[src/rtl/ram_arb_pkg.sv]
// Shared types and constants for the two-client RAM port arbiter.
package ram_arb_pkg;

    typedef enum logic [2:0] {
        StWaitRdy,
        StIdle,
        StErr,
        StWrite,
        StRdCmd,
        StRdWait,
        StRdPop,
        StResp
    } arb_state_e;

    localparam logic Client0 = 1'b0;
    localparam logic Client1 = 1'b1;

    // Width of the read-timeout counter; never narrower than one bit.
    function automatic int unsigned tmo_cnt_width(input int unsigned timeout);
        return (timeout < 1) ? 1 : $clog2(timeout + 1);
    endfunction

endpackage

[src/rtl/ram_arb_rr.sv]
// Combinational two-way round-robin picker: on a tie the client that
// did not win last time is chosen.
module ram_arb_rr
    import ram_arb_pkg::*;
(
    input  logic [1:0] req_i,
    input  logic       last_grant_i,
    output logic       grant_valid_o,
    output logic       grant_idx_o
);

    // Pick the winner from the request pair and the previous grant.
    always_comb begin
        grant_valid_o = |req_i;
        grant_idx_o   = Client0;
        unique case (req_i)
            2'b10:   grant_idx_o = Client1;
            2'b11:   grant_idx_o = ~last_grant_i;
            default: grant_idx_o = Client0;
        endcase
    end

endmodule

[src/rtl/ram_port_arbiter.sv]
// Two-client arbiter/sequencer in front of ram_interface_wrapper. Serialises
// accesses (one outstanding at a time) and holds ram_address stable through
// the read pop. Optional read timeout: define RAM_ARB_TIMEOUT_EN.
module ram_port_arbiter
    import ram_arb_pkg::*;
#(
    parameter int unsigned DATA_BIT_WIDTH = 16,
    parameter int unsigned ADDR_WIDTH     = 26,
    parameter int unsigned READ_TIMEOUT   = 1023
) (
    input  logic                      sys_clk,
    input  logic                      reset_n,
    input  logic                      c0_req,
    input  logic                      c0_we,
    input  logic [ADDR_WIDTH-1:0]     c0_addr,
    input  logic [DATA_BIT_WIDTH-1:0] c0_wdata,
    output logic                      c0_ack,
    output logic [DATA_BIT_WIDTH-1:0] c0_rdata,
    output logic                      c0_err,
    input  logic                      c1_req,
    input  logic                      c1_we,
    input  logic [ADDR_WIDTH-1:0]     c1_addr,
    input  logic [DATA_BIT_WIDTH-1:0] c1_wdata,
    output logic                      c1_ack,
    output logic [DATA_BIT_WIDTH-1:0] c1_rdata,
    output logic                      c1_err,
    output logic [ADDR_WIDTH-1:0]     ram_address,
    output logic [DATA_BIT_WIDTH-1:0] ram_data_in,
    output logic                      ram_write_enable,
    output logic                      ram_read_request,
    output logic                      ram_read_ack,
    input  logic [DATA_BIT_WIDTH-1:0] ram_data_out,
    input  logic                      ram_rdy,
    input  logic                      ram_rd_data_pres,
    input  logic [ADDR_WIDTH-1:0]     ram_max_address
);

    arb_state_e                state_q, state_d;
    logic                      last_grant_q, last_grant_d;
    logic                      gnt_idx_q, gnt_idx_d;
    logic [ADDR_WIDTH-1:0]     addr_q, addr_d;
    logic [DATA_BIT_WIDTH-1:0] wdata_q, wdata_d;
    logic [DATA_BIT_WIDTH-1:0] c0_rdata_q, c1_rdata_q;
    logic                      c0_ack_q, c1_ack_q, c0_err_q, c1_err_q;
    logic                      we_q, rreq_q, rack_q;
    logic                      grant_valid, grant_idx, sel_we, timeout_hit, err_d;

    ram_arb_rr u_rr (
        .req_i         ({c1_req, c0_req}),
        .last_grant_i  (last_grant_q),
        .grant_valid_o (grant_valid),
        .grant_idx_o   (grant_idx)
    );

`ifdef RAM_ARB_TIMEOUT_EN
    localparam int unsigned CntW = tmo_cnt_width(READ_TIMEOUT);
    logic [CntW-1:0] cnt_q;

    // Count cycles spent in RD_WAIT; cleared in every other state.
    always_ff @(posedge sys_clk or negedge reset_n) begin
        if (!reset_n) begin
            cnt_q <= '0;
        end else begin
            cnt_q <= (state_q == StRdWait) ? cnt_q + CntW'(1) : '0;
        end
    end

    assign timeout_hit = (state_q == StRdWait) && !ram_rd_data_pres &&
                         (cnt_q == CntW'(READ_TIMEOUT - 1));
`else
    assign timeout_hit = 1'b0;
`endif

    assign sel_we = grant_idx ? c1_we : c0_we;

    // Next-state logic; the request is latched in the grant cycle.
    always_comb begin
        state_d      = state_q;
        last_grant_d = last_grant_q;
        gnt_idx_d    = gnt_idx_q;
        addr_d       = addr_q;
        wdata_d      = wdata_q;
        unique case (state_q)
            StWaitRdy: if (ram_rdy) state_d = StIdle;
            StIdle: begin
                if (!ram_rdy) begin
                    state_d = StWaitRdy;
                end else if (grant_valid) begin
                    gnt_idx_d    = grant_idx;
                    last_grant_d = grant_idx;
                    addr_d       = grant_idx ? c1_addr : c0_addr;
                    wdata_d      = grant_idx ? c1_wdata : c0_wdata;
                    if (addr_d > ram_max_address) state_d = StErr;
                    else if (sel_we)              state_d = StWrite;
                    else                          state_d = StRdCmd;
                end
            end
            StErr, StWrite, StResp: state_d = StIdle;
            StRdCmd:                state_d = StRdWait;
            StRdWait: begin
                if (ram_rd_data_pres) state_d = StRdPop;
                else if (timeout_hit) state_d = StResp;
            end
            StRdPop:                state_d = StResp;
            default:                state_d = StWaitRdy;
        endcase
    end

    // Errors come from an out-of-range grant or an expired read wait.
    assign err_d = (state_d == StErr) || timeout_hit;

    // State and registered outputs, all derived from the next state.
    always_ff @(posedge sys_clk or negedge reset_n) begin
        if (!reset_n) begin
            state_q      <= StWaitRdy;
            last_grant_q <= Client1;
            gnt_idx_q    <= Client0;
            addr_q       <= '0;
            wdata_q      <= '0;
            c0_rdata_q   <= '0;
            c1_rdata_q   <= '0;
            c0_ack_q     <= 1'b0;
            c1_ack_q     <= 1'b0;
            c0_err_q     <= 1'b0;
            c1_err_q     <= 1'b0;
            we_q         <= 1'b0;
            rreq_q       <= 1'b0;
            rack_q       <= 1'b0;
        end else begin
            state_q      <= state_d;
            last_grant_q <= last_grant_d;
            gnt_idx_q    <= gnt_idx_d;
            addr_q       <= addr_d;
            wdata_q      <= wdata_d;
            c0_ack_q     <= (state_d inside {StErr, StWrite, StResp}) && (gnt_idx_d == Client0);
            c1_ack_q     <= (state_d inside {StErr, StWrite, StResp}) && (gnt_idx_d == Client1);
            c0_err_q     <= err_d && (gnt_idx_d == Client0);
            c1_err_q     <= err_d && (gnt_idx_d == Client1);
            we_q         <= (state_d == StWrite);
            rreq_q       <= (state_d == StRdCmd);
            rack_q       <= (state_d == StRdPop);
            if (state_q == StRdPop && gnt_idx_q == Client0) c0_rdata_q <= ram_data_out;
            if (state_q == StRdPop && gnt_idx_q == Client1) c1_rdata_q <= ram_data_out;
        end
    end

    assign c0_ack           = c0_ack_q;
    assign c1_ack           = c1_ack_q;
    assign c0_err           = c0_err_q;
    assign c1_err           = c1_err_q;
    assign c0_rdata         = c0_rdata_q;
    assign c1_rdata         = c1_rdata_q;
    assign ram_address      = addr_q;
    assign ram_data_in      = wdata_q;
    assign ram_write_enable = we_q;
    assign ram_read_request = rreq_q;
    assign ram_read_ack     = rack_q;

endmodule

[config.mk]
export PLATFORM = sky130hd
export DESIGN_NAME = ram_port_arbiter
export DESIGN_NICKNAME = d
export VERILOG_FILES = /design/src/rtl/ram_arb_pkg.sv /design/src/rtl/ram_arb_rr.sv /design/src/rtl/ram_port_arbiter.sv
export SDC_FILE = /design/constraint.sdc
export NUM_CORES = 1
export LEC_CHECK = 0
export BUFFER_PORTS_ARGS = -buffer_cell sky130_fd_sc_hd__buf_2
export CAP_MARGIN = 15
export CORE_MARGIN = 5
export CORE_UTILIZATION = 50
export CTS_CLUSTER_SIZE = 8
export DETAILED_ROUTE_END_ITERATION = 16
export GPL_TIMING_DRIVEN = 1
export PLACE_DENSITY = 0.84
export SLEW_MARGIN = 20
export SYNTH_ARGS = -nofsm -noshare
export SYNTH_HDL_FRONTEND = slang
export SYNTH_SLANG_ARGS = --single-unit
[constraint.sdc]
create_clock -name sys_clk -period 4.5 [get_ports sys_clk]
set_input_delay 0 -clock sys_clk [delete_from_list [all_inputs] [get_ports sys_clk]]
set_output_delay 0 -clock sys_clk [all_outputs]
set_load 0.05 [all_outputs]
* After elaboration in Yosys (flattened, before gate mapping) *
Cells that the tools add are included.

storage, ports and cells
  register bits = 86

operators by class
  bitwise operators = 3
  muxes and demuxes = 14
  reductions and logical operators = 11
  magnitude comparators = 1
  eq/ne operators = 14

operators by type and width
  cell                                                                   number
  26-bit greater-than comparator                                         1
  26-bit two-way mux                                                     1
  3-bit equality test, second input constant                             7
  3-bit two-way mux                                                      6
  3-bit one-hot mux with 6 select lines                                  1
  16-bit two-way mux                                                     1
  3-bit by 2-bit equality test with 1-bit output, second input constant  4
  1-bit logical AND                                                      6
  2-bit equality test, second input constant                             2
  1-bit two-way mux                                                      4
  3-bit by 1-bit equality test with 1-bit output, second input constant  1
  3-bit zero test                                                        1
  1-bit inverter                                                         3
  3-bit AND reduction                                                    1
  3-bit nonzero test                                                     1
  3-bit OR reduction                                                     1
  1-bit one-hot mux with 2 select lines                                  1
  2-bit OR reduction                                                     1

* Logic depth before layout (Yosys ltp) *
Gate-level depths: netlist (run 1).

  word-level depth = 11
  depth in mapped cells = 9
  mapped depth without buffers = 8

* Modules after synthesis *
A second synthesis (run 1) with hierarchy kept.

second synthesis, totals
  cell total of the unflattened synthesis = 371
  area total of the unflattened synthesis = 4385.5 um^2

by module, submodules not included
  module            cells an instance  area an instance (um^2)  times used
  ram_port_arbiter  369                4371.7                   1
  ram_arb_rr        2                  13.8                     1

* Worst setup path before layout (run 1) *
OpenSTA, ideal clock, no wires.

  path type = register to register
  start = register last_grant_q
  end = register c0_err_q (netlist: c0_err)
  clock period less this slack = 2775 ps
  slack = 1725 ps
  arrival = 2679 ps
  setup time = 96 ps
  cell stages (with the launch flop) = 9
  path through = dfstp_2 -> a21boi_1 -> buf_2 -> mux2_2 -> ha_1 -> nand4_2 -> or4_4 -> o2111a_2 -> nor4_2

between the ends
  cells in the longest elaborated chain, start to end = 10
  elaborated cells between the ends (all ways) = 16

RTL lines
  item                                                                        RTL line                                        source
  start, declared                                                             ram_port_arbiter.sv:39                          logic last_grant_q, last_grant_d;
  start signal, assigned                                                      ram_port_arbiter.sv:116                         last_grant_q <= Client1;
  start signal, assigned                                                      ram_port_arbiter.sv:131                         last_grant_q <= last_grant_d;
  1-bit inverter (*)                                                          ram_arb_rr.sv:18                                2'b11: grant_idx_o = ~last_grant_i;
  1-bit one-hot mux with 2 select lines (*)                                   ram_arb_rr.sv:16                                unique case (req_i)
  26-bit two-way mux / 1-bit two-way mux (equally long branches)              ram_port_arbiter.sv:91, ram_port_arbiter.sv:74
  26-bit greater-than comparator / 3-bit two-way mux (equally long branches)  ram_port_arbiter.sv:93, ram_port_arbiter.sv:94
  3-bit two-way mux                                                           ram_port_arbiter.sv:93                          if (addr_d > ram_max_address) state_d = StErr;
  3-bit two-way mux                                                           ram_port_arbiter.sv:88                          end else if (grant_valid) begin
  3-bit two-way mux                                                           ram_port_arbiter.sv:86                          if (!ram_rdy) begin
  3-bit one-hot mux with 6 select lines                                       ram_port_arbiter.sv:83                          unique case (state_q)
  3-bit by 2-bit equality test with 1-bit output                              ram_port_arbiter.sv:110                         assign err_d = (state_d == StErr) || timeout_hit;
  1-bit logical AND (*)                                                       ram_port_arbiter.sv:137                         c0_err_q <= err_d && (gnt_idx_d == Client0);
  end signal, assigned                                                        ram_port_arbiter.sv:137
  end, declared                                                               ram_port_arbiter.sv:44                          logic c0_ack_q, c1_ack_q, c0_err_q, c1_err_q;

Every way passes the cells marked *; elsewhere a longest branch is shown, timed or not.
A chain may end at the register's enable or synchronous reset.

* Final worst setup path (run 1) *
  start = register last_grant_q
  end = register rreq_q (netlist: ram_read_request)

between the ends
  cells in the longest elaborated chain, start to end = 9
  elaborated cells between the ends (all ways) = 11

RTL lines
  item                                                                        RTL line                                        source
  1-bit inverter (*)                                                          ram_arb_rr.sv:18
  1-bit one-hot mux with 2 select lines (*)                                   ram_arb_rr.sv:16
  26-bit two-way mux / 1-bit two-way mux (equally long branches)              ram_port_arbiter.sv:91, ram_port_arbiter.sv:74
  26-bit greater-than comparator / 3-bit two-way mux (equally long branches)  ram_port_arbiter.sv:93, ram_port_arbiter.sv:94
  3-bit two-way mux (*)                                                       ram_port_arbiter.sv:93
  3-bit two-way mux (*)                                                       ram_port_arbiter.sv:88
  3-bit two-way mux (*)                                                       ram_port_arbiter.sv:86
  3-bit one-hot mux with 6 select lines (*)                                   ram_port_arbiter.sv:83
  3-bit equality test (*)                                                     ram_port_arbiter.sv:140                         rreq_q <= (state_d == StRdCmd);
  end signal, assigned                                                        ram_port_arbiter.sv:140
  end, declared                                                               ram_port_arbiter.sv:45                          logic we_q, rreq_q, rack_q;

Marked as above.

==> results of run 1 <==
[sequential cells by signal, indices dropped and copies added (netlist names)]
| name | flops |
|---|---|
| c1_rdata | 16 |
| c0_ack | 1 |
| ram_write_enable | 1 |
| c0_err | 1 |
| state_q | 3 |
| c0_rdata | 16 |
| ram_data_in | 16 |
| gnt_idx_q | 1 |
| c1_err | 1 |
| ram_read_ack | 1 |
| ram_address | 26 |
| ram_read_request | 1 |
| c1_ack | 1 |
| last_grant_q | 1 |
[synthesized netlist by cell type, types with 2 or more instances]
library cell and n:
nor2b_1 2, ha_1 26, buf_2 8, nand2_1 101
o21ai_0 26, nor2_1 6, a211oi_1 3, clkbuf_1 10
inv_1 30, o211ai_1 2, mux2_2 58, o31ai_1 2
nand2b_1 2, and3_1 2, nor3_1 3, a21oi_1 16
nand4_1 6, mux2i_1 17, nand3_1 4, dfrtp_1 85
[worst min-delay path by stage]
stage	startpoint	end	cells past startpoint
6_report	c0_addr[2]	ram_address[2]	4
4_1_cts	c0_addr[2]	ram_address[2]	4
3_3_place_gp	reset_n	ram_address[11]	1
3_5_place_dp	reset_n	ram_address[10]	1
5_1_grt	c1_addr[10]	ram_address[10]	4
2_1_floorplan	reset_n	c0_ack	0
[critical path, delay by kind of cell, from the launching register on]
family	cells	cell delay, ns
flip-flops	1	0.40
AO/OA/AOI/OAI	6	2.22
multiplexers	1	0.43
adder cells (fa/ha/maj)	1	0.29
[final cells by class]
| class | count | area share |
|---|---|---|
| clock buffers | 10 | 0.0198 |
| clock inverters | 6 | 0.0111 |
| inverters | 30 | 0.0175 |
| multi-input cells | 298 | 0.333 |
| flip-flops and latches | 86 | 0.335 |
| well taps | 108 | 0.0210 |
| repair buffers | 277 | 0.263 |
[per-stage QoR]
step / cell area, um^2 / hold WS (ns)
after detailed placement: 5660 / 0.0273
final: 6430 / 0.00191
after global placement: 5660 / 0.0196
after CTS: 6430 / 0.000892
after floorplan: 4460 / -0.296
after global routing: 6430 / 0.0156
[power groups by stage]
stage                     registers, W  logic [W]  clock network [W]
after floorplan                0.00229   0.000552                  0
after global routing           0.00132    0.00233           0.000594
after global placement         0.00126    0.00208                  0
after CTS                      0.00127    0.00220           0.000559
final                          0.00128    0.00220           0.000551
after detailed placement       0.00128    0.00213                  0
[kinds of logic (layout without fill, tap and decap cells)]
| kind of cell | after synthesis | after routing |
|---|---|---|
| buf+inv | 48 | 323 |
| mux | 75 | 75 |
| simple gates | 135 | 135 |
| compound gates | 62 | 62 |
| fa+ha+maj | 26 | 26 |
| flops | 86 | 86 |
[per-layer routing]
metal	global-route usage	vias to the layer above	share of wire
met5	0	-	0
met4	0.105	0	0.031
met3	0.0528	38	0.061
met2	0.465	168	0.55
met1	0.264	2036	0.36
li1	-	2026	-
==> summary.txt, run 1 <==
Global route
  • Vias in the first global route: 4648
  • First-pass GRT wire length: 22200 um
  • Global route total overflow: 0
  • Antenna violations before repair: 0
  • GRT Util Overall: 0.248
  • Pin count of the biggest net entering global routing: 65

Logic synthesis
  • Synth warn: 0
  • Async SR Flop Fraction: 1.00
  • Top-area cell type share of the netlist area: 0.477
  • Number of flops mapped to enable cells by yosys: 0
  • Complex-gate fraction of the synthesized area: 0.0823
  • Synth top area cells: dfrtp_1 (48%), mux2_2 (15%), nand2_1 (8.5%)
  • Synthesized area: 4460 um^2
  • Syn Nets: 592
  • Yosys reg bits: 86
  • Sequential area share after synthesis: 0.483
  • Synth Area in Simple Gates: 0.134
  • Proportion of synthesized area in mux cells: 0.185
  • Synth cell types: 43
  • Mean Syn Cell Area: 10.3 um^2
  • Gate Count Post-Synth: 432
  • Main combinational cell family by area after synthesis: multiplexers
  • Main synth FF type: dfrtp_1
  • Area leader, netlist: dfrtp_1
  • XOR/XNOR Fraction of Synth Area: 0
  • Fraction of the mapped netlist area in adder cells: 0.0730

Drt
  • Final ANT Viol Nets: 0
  • 1st-iter DRT viols: 187
  • Routed via count: 4268
  • Vias per inst: 5.24
  • DR pass1 iterations: 5
  • WL final: 13600 um
  • Per-cell routed wire length: 16.7 um
  • DRC: 0

Clock tree
  • Sink Count: 86
  • TritonCTS Buffers: 9
  • Worst-Skew Late Latency: 0.36 ns
  • Hold buffer count at cts: 57
  • CTS Buffer Depth: 2
  • Setup repair bufs after CTS: 0
  • Root buf cell: clkbuf_8
  • Clock slew at reported path FFs: 0.08 ns
  • Htree depth: 3
  • CTS tree: done
  • Post_cts resized: 0

Power and ir drop
  • Pwr/cell area: 626 nW/um^2
  • Worst vdd ir: 0.447 mV
  • Leakage: 3.48 nW
  • P_sw: 0.00207 W
  • Clock power share: 0.137
  • Total power: 0.00403 W
  • Flop pwr share: 0.317
  • Internal Power: 0.00195 W
  • Combinational cell fraction of total power: 0.546
  • Switching fraction of total power: 0.515

Timing
  • Finish-stage setup viols: 0
  • RSZ-0062 raised after global routing: false
  • Worst-Margin Slew: 0.824 ns
  • Final min period: 3.43 ns
  • Fin worst setup slack: 1.07 ns
  • Period utilisation layout: 0.762
  • Final-report max-slew violation count: 0
  • Setup TNS: 0 ns
  • Clk_skew: 0.0133 ns
  • Worst rel slew slack: 0.449
  • Final Hold Viols: 0
  • Fmax: 0.292 GHz

Status
  • Status: finished clean

Cells and area
  • NumNets Final: 862
  • Area Growth Syn to Fin: 44.3%
  • Layout cells sized above 1: 0.427
  • Most frequent cells in the layout: buf_2 (213), nand2_1 (101), dfrtp_1 (85)
  • Reg area: 2150 um^2
  • Finished Core Util: 0.737
  • Multi-input logic area: 2140 um^2
  • Commonest non-fill, non-tap cell in the layout: buf_2
  • Fillers: 614
  • Antenna cells: 0
  • Post-Layout Cell Count: 815

Setup path
  • Worst setup SP type: register
  • Worst Setup EP: ram_read_request
  • CP Data Arrival Time: 3.68 ns
  • Worst Setup SP: last_grant_q
  • Worst r2r src: last_grant_q
  • Crit-path cells: a21boi_4 -> mux2_2 -> ha_1 -> a21oi_1 -> o21ai_0 -> a2111oi_0 -> o2111ai_1 -> a211oi_1
  • R2r endpoint: ram_read_request
  • Slowest cell on the critical path: a2111oi_0
  • CP peak stage delay: 0.71 ns
  • Crit Path Max Fanout: 24
  • Reg2Reg Setup Slack: 1.07 ns
  • Critical path data required time: 4.75 ns
  • FF-to-FF path depth: 8
  • CP Class: reg -> reg
  • Setup crit end kind: register

Floorplan
  • Core ar.: 8720 um^2
  • Num ports: 215
  • Starting density of the core: 0.511
  • Die area: 10900 um^2
  • Standard-cell rows: 34
  • Die Y-Extent: 104 um
  • Die W: 104 um

Placement
  • Worst slack, placed: 1.12 ns
  • Number of port buffers: 214
  • Placed Cells: 742
  • Routability Congestion: 0.898
  • Hpwl dp: 9640 um

Min path
  • Worst min path class: in -> reg

Flow run
  • Max_cap viols: 0
Note: power is estimated with default switching activity, not from simulation.
==> inputs of run 2 (changes only) <==
--- a/config.mk
+++ b/config.mk
@@ -8,11 +8,11 @@
 export BUFFER_PORTS_ARGS = -buffer_cell sky130_fd_sc_hd__buf_2
 export CAP_MARGIN = 15
 export CORE_MARGIN = 5
-export CORE_UTILIZATION = 50
+export CORE_UTILIZATION = 47
 export CTS_CLUSTER_SIZE = 8
 export DETAILED_ROUTE_END_ITERATION = 16
 export GPL_TIMING_DRIVEN = 1
-export PLACE_DENSITY = 0.84
+export PLACE_DENSITY = 0.79
 export SLEW_MARGIN = 20
 export SYNTH_ARGS = -nofsm -noshare
 export SYNTH_HDL_FRONTEND = slang
==> constraint.sdc (replaced) <==
create_clock -name sys_clk -period 3.5 [get_ports sys_clk]
set_input_delay 0 -clock sys_clk [delete_from_list [all_inputs] [get_ports sys_clk]]
set_output_delay 0 -clock sys_clk [all_outputs]
set_load 0.05 [all_outputs]
==> summary.txt, run 2 (synthesized netlist as in run 1, its figures left out) <==
Status
  • Status: finished clean

Drt
  • Final ANT Viol Nets: 0 (unchanged)
  • DRC: 0 (unchanged)
  • Routed via count: 4335 (+1.6%)
  • DR pass1 iterations: 4 (-1)
  • Vias per inst: 5.09 (-2.8%)
  • 1st-iter DRT viols: 133 (-29%)
  • Per-cell routed wire length: 16.2 um (-3.0%)
  • WL final: 13800 um (+1.4%)

Timing
  • Final-report max-slew violation count: 0 (unchanged)
  • Fmax: 0.337 GHz
  • Fin worst setup slack: 0.531 ns (-0.539 ns)
  • Setup TNS: 0 ns (unchanged)
  • Final min period: 2.97 ns
  • Worst-Margin Slew: 0.858 ns (+0.0341 ns)
  • Final Hold Viols: 0 (unchanged)
  • Period utilisation layout: 0.848
  • Worst rel slew slack: 0.427 (-0.0228)
  • Finish-stage setup viols: 0 (unchanged)
  • RSZ-0062 raised after global routing: false
  • Clk_skew: 0.0103 ns (-0.00303 ns)

Min path
  • Worst hold endpoint: ram_address[14]
  • Hold Startpoint: c1_addr[14]
  • Worst min path class: in -> reg
  • Worst hold stages: 4 (unchanged)

Setup path
  • CP Class: in -> reg
  • R2r endpoint: state_q[1]
  • Critical path data required time: 3.75 ns (-1.00 ns)
  • FF-to-FF path depth: 8 (unchanged)
  • Worst r2r src: last_grant_q
  • Setup crit end kind: register
  • Crit Path Max Fanout: 38 (+58%)
  • Reg2Reg Setup Slack: 0.56 ns (-0.51 ns)
  • Worst setup SP type: input port
  • CP Data Arrival Time: 3.22 ns (-0.46 ns)

Floorplan
  • Num ports: 215 (unchanged)
  • Standard-cell rows: 35 (+2.9%)
  • Starting density of the core: 0.482 (-0.0287)
  • Die W: 107 um (+2.8%)
  • Die Y-Extent: 107 um (+2.8%)
  • Die area: 11500 um^2 (+5.8%)
  • Core ar.: 9240 um^2 (+6.0%)

Global route
  • Vias in the first global route: 4678 (+0.65%)
  • Global route total overflow: 0 (unchanged)
  • First-pass GRT wire length: 22100 um (-0.12%)
  • Antenna violations before repair: 0 (unchanged)
  • GRT Util Overall: 0.242 (-0.00620)
  • Pin count of the biggest net entering global routing: 87 (+34%)

Cells and area
  • Most frequent cells in the layout: buf_2 (213), nand2_1 (101), dfrtp_1 (85)
  • Antenna cells: 0 (unchanged)
  • Fin area: 6660 um^2 (+3.5%)
  • Max reg flops: 26 (unchanged)
  • NumNets Final: 878 (+1.9%)
  • Post-Layout Cell Count: 852 (+4.5%)
  • Area Growth Syn to Fin: 49.4%
  • Commonest non-fill, non-tap cell in the layout: buf_2
  • Layout cells sized above 1: 0.416 (-0.0108)

Clock tree
  • CTS Buffer Depth: 2 (unchanged)
  • Root buf cell: clkbuf_8
  • Htree depth: 3 (unchanged)
  • CTS tree: done
  • Setup repair bufs after CTS: 0 (unchanged)
  • TritonCTS Buffers: 9 (unchanged)
  • Worst-Skew Late Latency: 0.35 ns (about the same)
  • Sink Count: 86 (unchanged)
  • Clock slew at reported path FFs: 0.09 ns (about the same)

Power and ir drop
  • Worst vdd ir: 0.421 mV (-5.9%)
  • Pwr/cell area: 793 nW/um^2 (+27%)
  • Leakage: 3.56 nW (+2.3%)
  • Total power: 0.00528 W (+31%)

Placement
  • Placed Area: 5690 um^2 (+0.55%)
  • Routability Congestion: 0.870 (-3.1%)
  • Hpwl dp: 9300 um (-3.5%)
  • Placed Cells: 762 (+2.7%)
  • Worst slack, placed: 0.595 ns (-0.525 ns)
  • Number of port buffers: 214 (unchanged)

Flow run
  • Max_cap viols: 0 (unchanged)
## run 2: cell type report
type                       count  area [um^2]
clock inverter                 6         92.6
clock buffer                  10          128
tap                          129          161
sequential                    86         2150
inverter                      30          113
fill                         677         2580
multi-input combinational    298         2140
timing repair buffer         293         1870
## run 2: how the worst max path moves through the flow
stage / startpoint / to / cells after the start
floorplan: last_grant_q / c0_err / 8
global placement: last_grant_q / c0_err / 8
detailed placement: last_grant_q / c0_err / 8
CTS: c0_req / c0_err / 10
global route: c0_req / ram_write_enable / 10
finish: c0_req / state_q[1] / 10
## run 2: timing repair
item | in CTS | in global routing
endpoints found under the hold margin | 147 | 0
resized for setup | 0 | 0
hold buffers | 74 | 0
## run 2: critical path: stages
cell           delay (ns)
dlygate4sd3_1        0.55
buf_2                0.18
a21boi_4             0.20
buf_12               0.26
mux2_2               0.39
ha_1                 0.32
nand4_1              0.18
or4_4                0.56
o2111a_2             0.33
o31ai_1              0.25
## run 2: power by group
group	internal [W]	leakage [nW]	switching [W]
clock	0.000408	0.104	0.000362
sequential	0.00140	1.09	0.000232
combinational	0.000806	2.37	0.00207
total	0.00261	3.56	0.00266
## run 2: metal layers
metal,wire length [um],global-route usage,vias up
li1,-,-,2061
met4,607,0.127,0
met1,5330,0.276,2048
met2,7090,0.429,172
met3,761,0.0432,54
met5,0,0,-
## run 2: metrics by stage
stage | hold slack [ns] | util
after global routing | 0.0178 | 0.720
after floorplan | -0.296 | -
after CTS | 0.00246 | 0.720
after detailed placement | 0.252 | 0.616
final | 0.0145 | 0.720
after global placement | 0.246 | 0.616
==> inputs of run 3 (changes only) <==
--- a/config.mk
+++ b/config.mk
@@ -8,11 +8,11 @@
 export BUFFER_PORTS_ARGS = -buffer_cell sky130_fd_sc_hd__buf_2
 export CAP_MARGIN = 15
 export CORE_MARGIN = 5
-export CORE_UTILIZATION = 47
+export CORE_UTILIZATION = 42
 export CTS_CLUSTER_SIZE = 8
 export DETAILED_ROUTE_END_ITERATION = 16
 export GPL_TIMING_DRIVEN = 1
-export PLACE_DENSITY = 0.79
+export PLACE_DENSITY = 0.75
 export SLEW_MARGIN = 20
 export SYNTH_ARGS = -nofsm -noshare
 export SYNTH_HDL_FRONTEND = slang
==> constraint.sdc (replaced) <==
create_clock -name sys_clk -period 2.5 [get_ports sys_clk]
set_input_delay 0 -clock sys_clk [delete_from_list [all_inputs] [get_ports sys_clk]]
set_output_delay 0 -clock sys_clk [all_outputs]
set_load 0.05 [all_outputs]
==> summary.txt, run 3 (synthesized netlist as in run 1, its figures left out) <==
Timing
  • Finish-stage setup viols: 9 (+9)
  • Final-report max-slew violation count: 0 (unchanged)
  • Fin worst setup slack: -0.402 ns (-0.932 ns)
  • Final min period: 2.90 ns
  • Final Hold Viols: 0 (unchanged)
  • Setup TNS: -2.73 ns (-2.73 ns)
  • Clk_skew: 0.00780 ns (-0.00247 ns)
  • Worst-Margin Slew: 0.826 ns (-0.0314 ns)
  • Period utilisation layout: 1.16
  • Worst rel slew slack: 0.448 (+0.0210)
  • RSZ-0062 raised after global routing: true
  • Fmax: 0.345 GHz

Placement
  • Routability Congestion: 0.848 (-2.5%)
  • Placed Area: 5920 um^2 (+4.0%)
  • Hpwl dp: 9960 um (+7.1%)
  • Worst slack, placed: -0.332 ns (-0.927 ns)
  • Number of port buffers: 214 (unchanged)

Setup path
  • Worst Setup SP: last_grant_q
  • Worst Setup EP: state_q[1]
  • FF-to-FF path depth: 9 (+1)
  • Worst r2r src: last_grant_q
  • Setup crit end kind: register
  • Crit Path Max Fanout: 5 (-87%)
  • CP Data Arrival Time: 3.16 ns (-0.06 ns)
  • Worst setup SP type: register
  • R2r endpoint: state_q[1]
  • Reg2Reg Setup Slack: -0.40 ns (-0.96 ns)
  • CP Class: reg -> reg
  • Critical path data required time: 2.76 ns (-0.99 ns)

Drt
  • DR pass1 iterations: 5 (+1)
  • Vias per inst: 5.04 (-0.96%)
  • Routed via count: 4515 (+4.2%)
  • DRC: 0 (unchanged)
  • 1st-iter DRT viols: 185 (+39%)
  • Final ANT Viol Nets: 0 (unchanged)
  • Per-cell routed wire length: 16.9 um (+4.4%)
  • WL final: 15100 um (+9.8%)

Clock tree
  • Htree depth: 3 (unchanged)
  • Sink Count: 86 (unchanged)
  • TritonCTS Buffers: 9 (unchanged)
  • Root buf cell: clkbuf_8
  • Clock slew at reported path FFs: 0.09 ns (about the same)
  • Worst-Skew Late Latency: 0.36 ns (about the same)
  • CTS Buffer Depth: 2 (unchanged)
  • CTS tree: done

Floorplan
  • Num ports: 215 (unchanged)
  • Die area: 12800 um^2 (+11%)
  • Starting density of the core: 0.432 (-0.0506)
  • Die W: 113 um (+5.2%)
  • Core ar.: 10300 um^2 (+12%)
  • Standard-cell rows: 37 (+5.7%)
  • Die Y-Extent: 113 um (+5.2%)

Min path
  • Worst min path class: in -> reg

Power and ir drop
  • Pwr/cell area: 1040 nW/um^2 (+31%)
  • Leakage: 3.81 nW (+7.0%)
  • Worst vdd ir: 0.627 mV (+49%)

Cells and area
  • Layout cells sized above 1: 0.472 (+0.0554)
  • Most frequent cells in the layout: buf_2 (213), nand2_1 (101), dfrtp_1 (85)
  • Fin area: 7320 um^2 (+9.9%)
  • NumNets Final: 915 (+4.2%)
  • Max reg flops: 26 (unchanged)
  • Area Growth Syn to Fin: 64.2%
  • Commonest non-fill, non-tap cell in the layout: buf_2

Flow run
  • Max_cap viols: 0 (unchanged)

Global route
  • GRT Util Overall: 0.241 (-0.000448)
  • Vias in the first global route: 5090 (+8.8%)
  • Antenna violations before repair: 0 (unchanged)
  • Global route total overflow: 0 (unchanged)
  • Pin count of the biggest net entering global routing: 87 (unchanged)
  • First-pass GRT wire length: 24700 um (+11%)

Status
  • Status: finished, violations left
  • Failing checks: setup timing
## run 3: cell types whose count changed in the layout (fill, tap and decap cells not counted), moves of 4 or more
cell           change
ha_1              -13
buf_4             +23
mux2_4             +7
mux2_2             -7
dlygate4sd3_1      +5
buf_6              +4
ha_4              +13
## run 3: through the flow
stage | hold WS (ns) | total power (W) | util | std cells
floorplan | -0.296 | 0.00517 | - | 432
global placement | 0.244 | 0.00616 | 0.574 | 785
detailed placement | 0.250 | 0.00626 | 0.574 | 785
CTS | 0.0000351 | 0.00758 | 0.706 | 894
global route | 0.000397 | 0.00804 | 0.709 | 895
finish | 0.00619 | 0.00760 | 0.709 | 896
## run 3: where the power goes
| group | switching (W) | leakage (nW) | internal [W] | total, W |
|---|---|---|---|---|
| sequential | 0.000320 | 1.09 | 0.00196 | 0.00228 |
| combinational | 0.00300 | 2.63 | 0.00133 | 0.00434 |
| clock | 0.000520 | 0.0959 | 0.000465 | 0.000985 |
| total | 0.00384 | 3.81 | 0.00375 | 0.00760 |
## run 3: cell type report
cell class	instances	area (um^2)
timing repair buffer	330	2260
sequential	86	2150
fill	708	3010
inverter	30	113
multi-input combinational	298	2420
antenna	1	2.50
tap	136	170
clock buffer	9	124
clock inverter	6	72.6
## run 3: repair_timing
action,in CTS,in global routing
hold buffers,78,1
setup buffers,14,0
setup endpoints to repair,9,9
pin swaps,14,4
gates resized for setup,33,3
gates cloned,3,0
hold endpoints to repair,149,1
## run 3: worst max-delay path, cell delays in order, from the launching register on
cell      delay [ns]
dfstp_2         0.56
a21boi_4        0.07
buf_12          0.14
buf_12          0.13
mux2_4          0.31
ha_4            0.27
nand4_1         0.22
or4_4           0.49
o2111a_2        0.32
o31ai_1         0.27
## run 3: per-layer routing
| metal | vias to the layer above | share of wire | global-route usage |
|---|---|---|---|
| li1 | 2131 | - | - |
| met1 | 2155 | 0.37 | 0.263 |
| met2 | 187 | 0.53 | 0.435 |
| met3 | 42 | 0.065 | 0.0663 |
| met4 | 0 | 0.037 | 0.108 |
| met5 | - | 0 | 0 |
## run 3: worst min path at each step
stage / from / end / slack, ns / cells past startpoint
final: c1_addr[21] / ram_address[21] / 0.006 / 4
after global routing: c0_addr[9] / ram_address[9] / 0.0004 / 4
after CTS: c1_addr[21] / ram_address[21] / 0.00004 / 4
after detailed placement: ram_data_out[11] / c1_rdata[11] / 0.25 / 2
after global placement: ram_data_out[8] / c1_rdata[8] / 0.24 / 2
after floorplan: reset_n / c0_ack / -0.30 / 0
